## src/rtl/pll_supervisor_if.sv

```systemverilog
// ---------------------------------------------------------------------------
// pll_supervisor_if
// Groups the PLL-facing and domain-facing signals of the PLL supervisor.
//   pll_locked   : raw PLL LOCK, asynchronous to the supervisor clock
//   pll_rst      : active-high reset to the PLL RST pin
//   domain_rst_n : active-low reset request per downstream clock domain
//   clocks_ok    : high only while every domain is out of reset
//   fault        : sticky lock-failure indication
//   relock_count : saturating count of lock losses seen in RUN/RELEASE
// Modports:
//   master : the supervisor (drives resets/status, samples pll_locked)
//   slave  : the PLL/board side (drives pll_locked, observes the rest)
// ---------------------------------------------------------------------------
interface pll_supervisor_if #(
    parameter int NUM_DOMAINS = 2
);
    logic                   pll_locked;
    logic                   pll_rst;
    logic [NUM_DOMAINS-1:0] domain_rst_n;
    logic                   clocks_ok;
    logic                   fault;
    logic [7:0]             relock_count;

    modport master (
        input  pll_locked,
        output pll_rst,
        output domain_rst_n,
        output clocks_ok,
        output fault,
        output relock_count
    );

    modport slave (
        output pll_locked,
        input  pll_rst,
        input  domain_rst_n,
        input  clocks_ok,
        input  fault,
        input  relock_count
    );
endinterface

```

## src/rtl/pll_supervisor.sv

```systemverilog
// ---------------------------------------------------------------------------
// pll_supervisor
// Pulses the PLL reset, waits for a stable lock (with timeout and bounded
// retries), then releases the downstream domain resets one at a time with a
// fixed stagger. A lock loss while releasing or running puts every domain
// back into reset and restarts the PLL; repeated lock timeouts end in a
// sticky FAULT state that only reset_n clears.
// Ports:
//   clkin   : free-running board reference, the only clock
//   reset_n : asynchronous active-low reset
//   sup     : pll_supervisor_if.master (pll_locked in; pll_rst,
//             domain_rst_n, clocks_ok, fault, relock_count out)
// All outputs are registered.
// ---------------------------------------------------------------------------
module pll_supervisor #(
    parameter int NUM_DOMAINS         = 2,
    parameter int PLL_RST_CYCLES      = 16,
    parameter int LOCK_STABLE_CYCLES  = 1024,
    parameter int LOCK_TIMEOUT_CYCLES = 65536,
    parameter int MAX_RETRIES         = 3,
    parameter int STAGGER_CYCLES      = 8
) (
    input  logic                clkin,
    input  logic                reset_n,
    pll_supervisor_if.master    sup
);

    localparam int STG_MAX = STAGGER_CYCLES * NUM_DOMAINS;
    localparam int RST_W   = $clog2(PLL_RST_CYCLES + 1);
    localparam int STB_W   = $clog2(LOCK_STABLE_CYCLES + 1);
    localparam int TMO_W   = $clog2(LOCK_TIMEOUT_CYCLES + 1);
    localparam int RTY_W   = $clog2(MAX_RETRIES + 1);
    localparam int STG_W   = $clog2(STG_MAX + 1);

    typedef enum logic [2:0] {
        ST_PLL_RST,
        ST_WAIT_LOCK,
        ST_RELEASE,
        ST_RUN,
        ST_FAULT
    } state_e;

    state_e                 state_q, state_d;
    logic                   sync_meta_q, sync_meta_d;
    logic                   lock_s_q, lock_s_d;
    logic [RST_W-1:0]       rst_cnt_q, rst_cnt_d;
    logic [STB_W-1:0]       stable_cnt_q, stable_cnt_d;
    logic [TMO_W-1:0]       timeout_cnt_q, timeout_cnt_d;
    logic [RTY_W-1:0]       retry_cnt_q, retry_cnt_d;
    logic [STG_W-1:0]       stagger_cnt_q, stagger_cnt_d;
    logic                   pll_rst_q, pll_rst_d;
    logic [NUM_DOMAINS-1:0] domain_rst_n_q, domain_rst_n_d;
    logic                   clocks_ok_q, clocks_ok_d;
    logic                   fault_q, fault_d;
    logic [7:0]             relock_count_q, relock_count_d;

    logic [STG_W-1:0]       stagger_next;
    logic                   lock_lost;

    always_comb begin
        // NOTE: every variable gets a default before any branch, so no path
        // leaves a value unassigned and no latch is inferred.
        state_d        = state_q;
        // Two-flop synchroniser: only lock_s_q is ever used for decisions.
        sync_meta_d    = sup.pll_locked;
        lock_s_d       = sync_meta_q;
        // Per-state counters idle at zero outside their own state, so every
        // entry into a state starts its counter from zero.
        rst_cnt_d      = '0;
        stable_cnt_d   = '0;
        timeout_cnt_d  = '0;
        stagger_cnt_d  = '0;
        retry_cnt_d    = retry_cnt_q;
        pll_rst_d      = pll_rst_q;
        domain_rst_n_d = domain_rst_n_q;
        clocks_ok_d    = clocks_ok_q;
        fault_d        = fault_q;
        relock_count_d = relock_count_q;
        stagger_next   = stagger_cnt_q + 1'b1;
        lock_lost      = ((state_q == ST_RELEASE) || (state_q == ST_RUN)) && !lock_s_q;

        if (lock_lost) begin
            // Lock loss outranks any pending release in the same cycle.
            state_d        = ST_PLL_RST;
            pll_rst_d      = 1'b1;
            domain_rst_n_d = '0;
            clocks_ok_d    = 1'b0;
            if (relock_count_q != 8'hFF) begin
                relock_count_d = relock_count_q + 8'd1;
            end
        end else begin
            case (state_q)
                ST_PLL_RST: begin
                    pll_rst_d      = 1'b1;
                    domain_rst_n_d = '0;
                    clocks_ok_d    = 1'b0;
                    if (rst_cnt_q == RST_W'(PLL_RST_CYCLES - 1)) begin
                        state_d   = ST_WAIT_LOCK;
                        pll_rst_d = 1'b0;
                    end else begin
                        rst_cnt_d = rst_cnt_q + 1'b1;
                    end
                end

                ST_WAIT_LOCK: begin
                    timeout_cnt_d = timeout_cnt_q + 1'b1;
                    if (lock_s_q) begin
                        stable_cnt_d = stable_cnt_q + 1'b1;
                    end
                    // Reaching the stable count is checked first, so a lock
                    // that completes on the timeout cycle is still accepted.
                    if (lock_s_q && (stable_cnt_q == STB_W'(LOCK_STABLE_CYCLES - 1))) begin
                        state_d       = ST_RELEASE;
                        retry_cnt_d   = '0;
                        stable_cnt_d  = '0;
                        timeout_cnt_d = '0;
                    end else if (timeout_cnt_q == TMO_W'(LOCK_TIMEOUT_CYCLES - 1)) begin
                        retry_cnt_d   = retry_cnt_q + 1'b1;
                        pll_rst_d     = 1'b1;
                        stable_cnt_d  = '0;
                        timeout_cnt_d = '0;
                        if (retry_cnt_q == RTY_W'(MAX_RETRIES - 1)) begin
                            state_d = ST_FAULT;
                            fault_d = 1'b1;
                        end else begin
                            state_d = ST_PLL_RST;
                        end
                    end
                end

                ST_RELEASE: begin
                    // Domain i is released when the count since entry reaches
                    // STAGGER_CYCLES*(i+1); earlier releases are held.
                    stagger_cnt_d = stagger_next;
                    for (int i = 0; i < NUM_DOMAINS; i++) begin
                        if (stagger_next == STG_W'(STAGGER_CYCLES * (i + 1))) begin
                            domain_rst_n_d[i] = 1'b1;
                        end
                    end
                    if (stagger_next == STG_W'(STG_MAX)) begin
                        state_d       = ST_RUN;
                        clocks_ok_d   = 1'b1;
                        stagger_cnt_d = '0;
                    end
                end

                ST_RUN: begin
                    domain_rst_n_d = '1;
                    clocks_ok_d    = 1'b1;
                    pll_rst_d      = 1'b0;
                end

                ST_FAULT: begin
                    pll_rst_d      = 1'b1;
                    domain_rst_n_d = '0;
                    clocks_ok_d    = 1'b0;
                    fault_d        = 1'b1;
                end

                default: begin
                    state_d        = ST_PLL_RST;
                    pll_rst_d      = 1'b1;
                    domain_rst_n_d = '0;
                    clocks_ok_d    = 1'b0;
                end
            endcase
        end
    end

    // NOTE: sequential state uses non-blocking assignments only, so every
    // flop samples the pre-edge values computed above.
    always_ff @(posedge clkin or negedge reset_n) begin
        if (!reset_n) begin
            state_q        <= ST_PLL_RST;
            sync_meta_q    <= 1'b0;
            lock_s_q       <= 1'b0;
            rst_cnt_q      <= '0;
            stable_cnt_q   <= '0;
            timeout_cnt_q  <= '0;
            retry_cnt_q    <= '0;
            stagger_cnt_q  <= '0;
            pll_rst_q      <= 1'b1;
            domain_rst_n_q <= '0;
            clocks_ok_q    <= 1'b0;
            fault_q        <= 1'b0;
            relock_count_q <= '0;
        end else begin
            state_q        <= state_d;
            sync_meta_q    <= sync_meta_d;
            lock_s_q       <= lock_s_d;
            rst_cnt_q      <= rst_cnt_d;
            stable_cnt_q   <= stable_cnt_d;
            timeout_cnt_q  <= timeout_cnt_d;
            retry_cnt_q    <= retry_cnt_d;
            stagger_cnt_q  <= stagger_cnt_d;
            pll_rst_q      <= pll_rst_d;
            domain_rst_n_q <= domain_rst_n_d;
            clocks_ok_q    <= clocks_ok_d;
            fault_q        <= fault_d;
            relock_count_q <= relock_count_d;
        end
    end

    assign sup.pll_rst      = pll_rst_q;
    assign sup.domain_rst_n = domain_rst_n_q;
    assign sup.clocks_ok    = clocks_ok_q;
    assign sup.fault        = fault_q;
    assign sup.relock_count = relock_count_q;

endmodule

```

## src/flat_wrapper.sv

```systemverilog
// flat-port wrapper written by rule: the top's interface ports become plain ports
module pll_supervisor_flat 
#(
    parameter int NUM_DOMAINS         = 2,
    parameter int PLL_RST_CYCLES      = 16,
    parameter int LOCK_STABLE_CYCLES  = 1024,
    parameter int LOCK_TIMEOUT_CYCLES = 65536,
    parameter int MAX_RETRIES         = 3,
    parameter int STAGGER_CYCLES      = 8
)
  (clkin, reset_n, sup_pll_locked, sup_pll_rst, sup_domain_rst_n, sup_clocks_ok, sup_fault, sup_relock_count);
  pll_supervisor_if #(.NUM_DOMAINS(NUM_DOMAINS)) sup_i ();
  input  logic clkin;
  input  logic reset_n;
  input wire logic [$bits(sup_i.pll_locked)-1:0] sup_pll_locked;
  output wire logic [$bits(sup_i.pll_rst)-1:0] sup_pll_rst;
  output wire logic [$bits(sup_i.domain_rst_n)-1:0] sup_domain_rst_n;
  output wire logic [$bits(sup_i.clocks_ok)-1:0] sup_clocks_ok;
  output wire logic [$bits(sup_i.fault)-1:0] sup_fault;
  output wire logic [$bits(sup_i.relock_count)-1:0] sup_relock_count;
  assign sup_i.pll_locked = sup_pll_locked;
  assign sup_pll_rst = sup_i.pll_rst;
  assign sup_domain_rst_n = sup_i.domain_rst_n;
  assign sup_clocks_ok = sup_i.clocks_ok;
  assign sup_fault = sup_i.fault;
  assign sup_relock_count = sup_i.relock_count;
  pll_supervisor #(.NUM_DOMAINS(NUM_DOMAINS), .PLL_RST_CYCLES(PLL_RST_CYCLES), .LOCK_STABLE_CYCLES(LOCK_STABLE_CYCLES), .LOCK_TIMEOUT_CYCLES(LOCK_TIMEOUT_CYCLES), .MAX_RETRIES(MAX_RETRIES), .STAGGER_CYCLES(STAGGER_CYCLES)) u_core (.clkin(clkin), .reset_n(reset_n), .sup(sup_i));
endmodule
```

## config.mk

```make
export PLATFORM = sky130hd
export DESIGN_NAME = pll_supervisor_flat
export DESIGN_NICKNAME = d
export VERILOG_FILES = /design/src/rtl/pll_supervisor_if.sv /design/src/rtl/pll_supervisor.sv /design/src/flat_wrapper.sv
export SDC_FILE = /design/constraint.sdc
export NUM_CORES = 1
export LEC_CHECK = 0
export CAP_MARGIN = 15
export CORE_MARGIN = 1.5
export CORE_UTILIZATION = 55
export CTS_CLUSTER_SIZE = 28
export DETAILED_ROUTE_END_ITERATION = 16
export PLACE_DENSITY_LB_ADDON = 0.2
export SYNTH_ARGS = -nofsm -noshare
export SYNTH_HDL_FRONTEND = slang
export SYNTH_SLANG_ARGS = --single-unit
```

## constraint.sdc

```tcl
create_clock -name clkin -period 2.6 [get_ports clkin]
set_input_delay 0.65 -clock clkin [delete_from_list [all_inputs] [get_ports clkin]]
set_output_delay 0.65 -clock clkin [all_outputs]
set_load 0.005 [all_outputs]
```

==> metrics.yaml <==
syn_to_final_growth_pct: 15.07
path_buf_inv: 1
syn_area_sq_um: 2599
via_per_inst: 5.433
grt_max_degree: 58
cts_made_buffers: 9
seq_power_share_pct: 50.8
core_sq_um: 4444
grt_overflow: 0
syn_area_per_cell_sq_um: 10.39
cts_hold_buf: 0
track_usage_pct: 20.22
startpoint_type: "register"
path_cells: "clkdlybuf4s50_1"
cts_tree: "yes"
synth_seq_cells: 57
setup_viol: 0
rsz0062_at_grt: "false"
setup.worst_path.end_class: "primary output"
ir_drop_mv: 0.4389
clk_path_buf_depth: 2
finalNetCount: 280
rows: 24
worst_slew_pin_slew_ns: 0.6890
path_class: "reg -> out"
dieArea_sq_um: 5147
hold_path.class: "reg -> reg"
ys_async_sr_fraction_pct: 100.0
cts.sinks: 57
postLayoutCoreUtil_pct: 67.29
swShare_pct: 19.72
drv_slew: 0
synth_common_cells: "dfrtp_1 (56), nor2_1 (44), xor2_1 (23)"
period_needed_ns: 2.033
grt_pass1_wl_um: 7900
syn_inst: 250
finalInstanceArea_sq_um: 2990
critPathRequiredTime_ns: 1.95
worst-path-max-fanout: 3
vias: 1782
power_density_nw_per_um2: 591.2
drv_cap: 0
cp_top_family: "flip-flops"
p_int_uw: 1419
synth-edff-count: 0
post_cts_resize_count: 0
dp_hpwl_um: 2871
gp_congestion: 0.7895
h-tree-depth: 3
die_h_um: 71.74
antenna_found_initial: 0
antenna_cells: 0
cp_slowest_cell: "dfstp_2"
ant_nets: 0
placed_area_sq_um: 2783
netlist.top_cell.by_area: "dfrtp_1"
fmax_mhz: 491.9
io_buffers: 15
finalHoldViolCount: 0
synth_seq_area_share_pct: 54.94
cts.clk_slew.worst_paths_ns: 0.06
wire_per_inst_um: 13.43
drive_gt1_share_pct: 8.696
clk_latency_ns: 0.33
synth_most_common_cell: "dfrtp_1"
root_buffer: "clkbuf_8"
pwr-share-clk_pct: 47.7
ys_types: 37
drtIter0Drc: 113
drc: 1
max-slew-margin-rel_pct: 54.07
routed_wl_um: 4404
clock_skew_ns: 0.006091
tns_ns: 0
syn-num-nets: 259
p_leak_uw: 0.001399
synth_area_leaders: "dfrtp_1 (54%), xor2_1 (7.8%), nor2_1 (6.4%), nand3_1 (4.0%), xnor2_1 (3.4%)"
cts_setup_buffers: 0
postSynth.topFlopCell: "dfrtp_1"
first_global_vias: 1766
cpPeakStageDelay_ns: 0.55
arrival_ns: 1.38
die_w_um: 71.74
violations: "DRC"
synth_top_area_share_pct: 53.92
status: "finished, violations left"
pin_count: 16
synth_warnings: 0
switching_power_uw: 348.6
finalCritPeriodShare_pct: 78.19
initial_utilization_pct: 58.47
first_pass_iters: 10
comb_power_share_pct: 1.6
==> stage by stage <==
stage,worst slack (ns),power [uW],std cells,hold WS (ns)
after floorplan,0.8965,919.9,250,0.3312
after global placement,0.6664,943.2,312,0.3321
after detailed placement,0.6024,943.3,312,0.3458
after CTS,0.5407,1796,328,0.3591
after global routing,0.3847,1841,328,0.3665
final,0.5671,1768,328,0.3541
==> power groups by stage <==
stage / registers [uW] / clock network [uW] / logic, uW
floorplan: 912 / 0 / 7.56
global placement: 913 / 0 / 30.1
detailed placement: 913 / 0 / 30.0
CTS: 897 / 869 / 30.0
global route: 897 / 909 / 34.6
finish: 898 / 842 / 28.0
==> cells by family after synthesis <==
logic type | after synthesis | synth area share, %
compound gates | 18 | 4.719
xor+xnor | 33 | 11.12
fa+ha+maj | 6 | 2.889
buf+inv | 14 | 2.455
flops | 57 | 54.94
mux | 1 | 0.4333
simple gates | 121 | 23.45
==> sequential cells by signal, indices dropped and copies added, names as in the netlist <==
signal                   flops
u_core.sup.clocks_ok         1
u_core.sup.pll_rst           1
u_core.sup.fault             1
u_core.retry_cnt_q           2
u_core.lock_s_d              1
u_core.stable_cnt_q         11
u_core.sup.relock_count      8
u_core.rst_cnt_q             5
u_core.lock_s_q              1
u_core.timeout_cnt_q        17
u_core.stagger_cnt_q         5
u_core.sup.domain_rst_n      1
u_core.state_q               3
==> worst paths after layout <==
path,start,to,slack (ns),depth (start not counted)
setup / recovery,u_core.sup.pll_rst$_DFFE_PN1P_,sup_pll_rst,0.57,1
hold / removal,u_core.lock_s_d$_DFF_PN0_,u_core.lock_s_q$_DFF_PN0_,0.35,0
setup reg to reg,u_core.stable_cnt_q[0]$_DFF_PN0_,u_core.state_q[0]$_DFFE_PN0P_,0.60,6
hold reg to reg,u_core.lock_s_d$_DFF_PN0_,u_core.lock_s_q$_DFF_PN0_,0.35,0
max in group asynchronous,reset_n,u_core.stable_cnt_q[8]$_DFF_PN0_,1.69,2
min in group asynchronous,reset_n,u_core.rst_cnt_q[0]$_DFF_PN0_,0.45,2
==> cell usage in the layout (no fill, tap or decap), types with 2 or more instances in the layout <==
cell type,instances
clkbuf_8,12
clkdlybuf4s50_1,14
nor3_1,7
ha_1,6
nor4_1,3
xnor2_1,10
clkbuf_1,2
nand4_1,6
nor2_1,44
xor2_1,23
nand3_1,21
and3_1,10
inv_1,7
nor2b_1,2
o21ai_0,2
o21ai_2,2
and4_1,3
a21oi_1,9
dfrtp_1,56
nand2_1,16
==> cell type report <==
type,instances,area (sq um)
Clock buffer,14,172.7
Clock inverter,2,35.03
Fill cell,364,1454
Inverter,8,30.03
Multi-Input combinational cell,179,1107
Sequential cell,57,1428
Tap cell,52,65.06
Timing Repair Buffer,16,152.6
==> layer usage <==
metal	part of all wire, %	vias to the layer above	wire, um	global-route usage (%)
met5	0	-	0	0
met2	46	34	2006	30.45
li1	-	896	-	-
met1	49	845	2137	27.17
met3	4.2	7	184	6.329
met4	1.7	0	76	8.805
No activity file was read; power rests on OpenSTA's default activity.
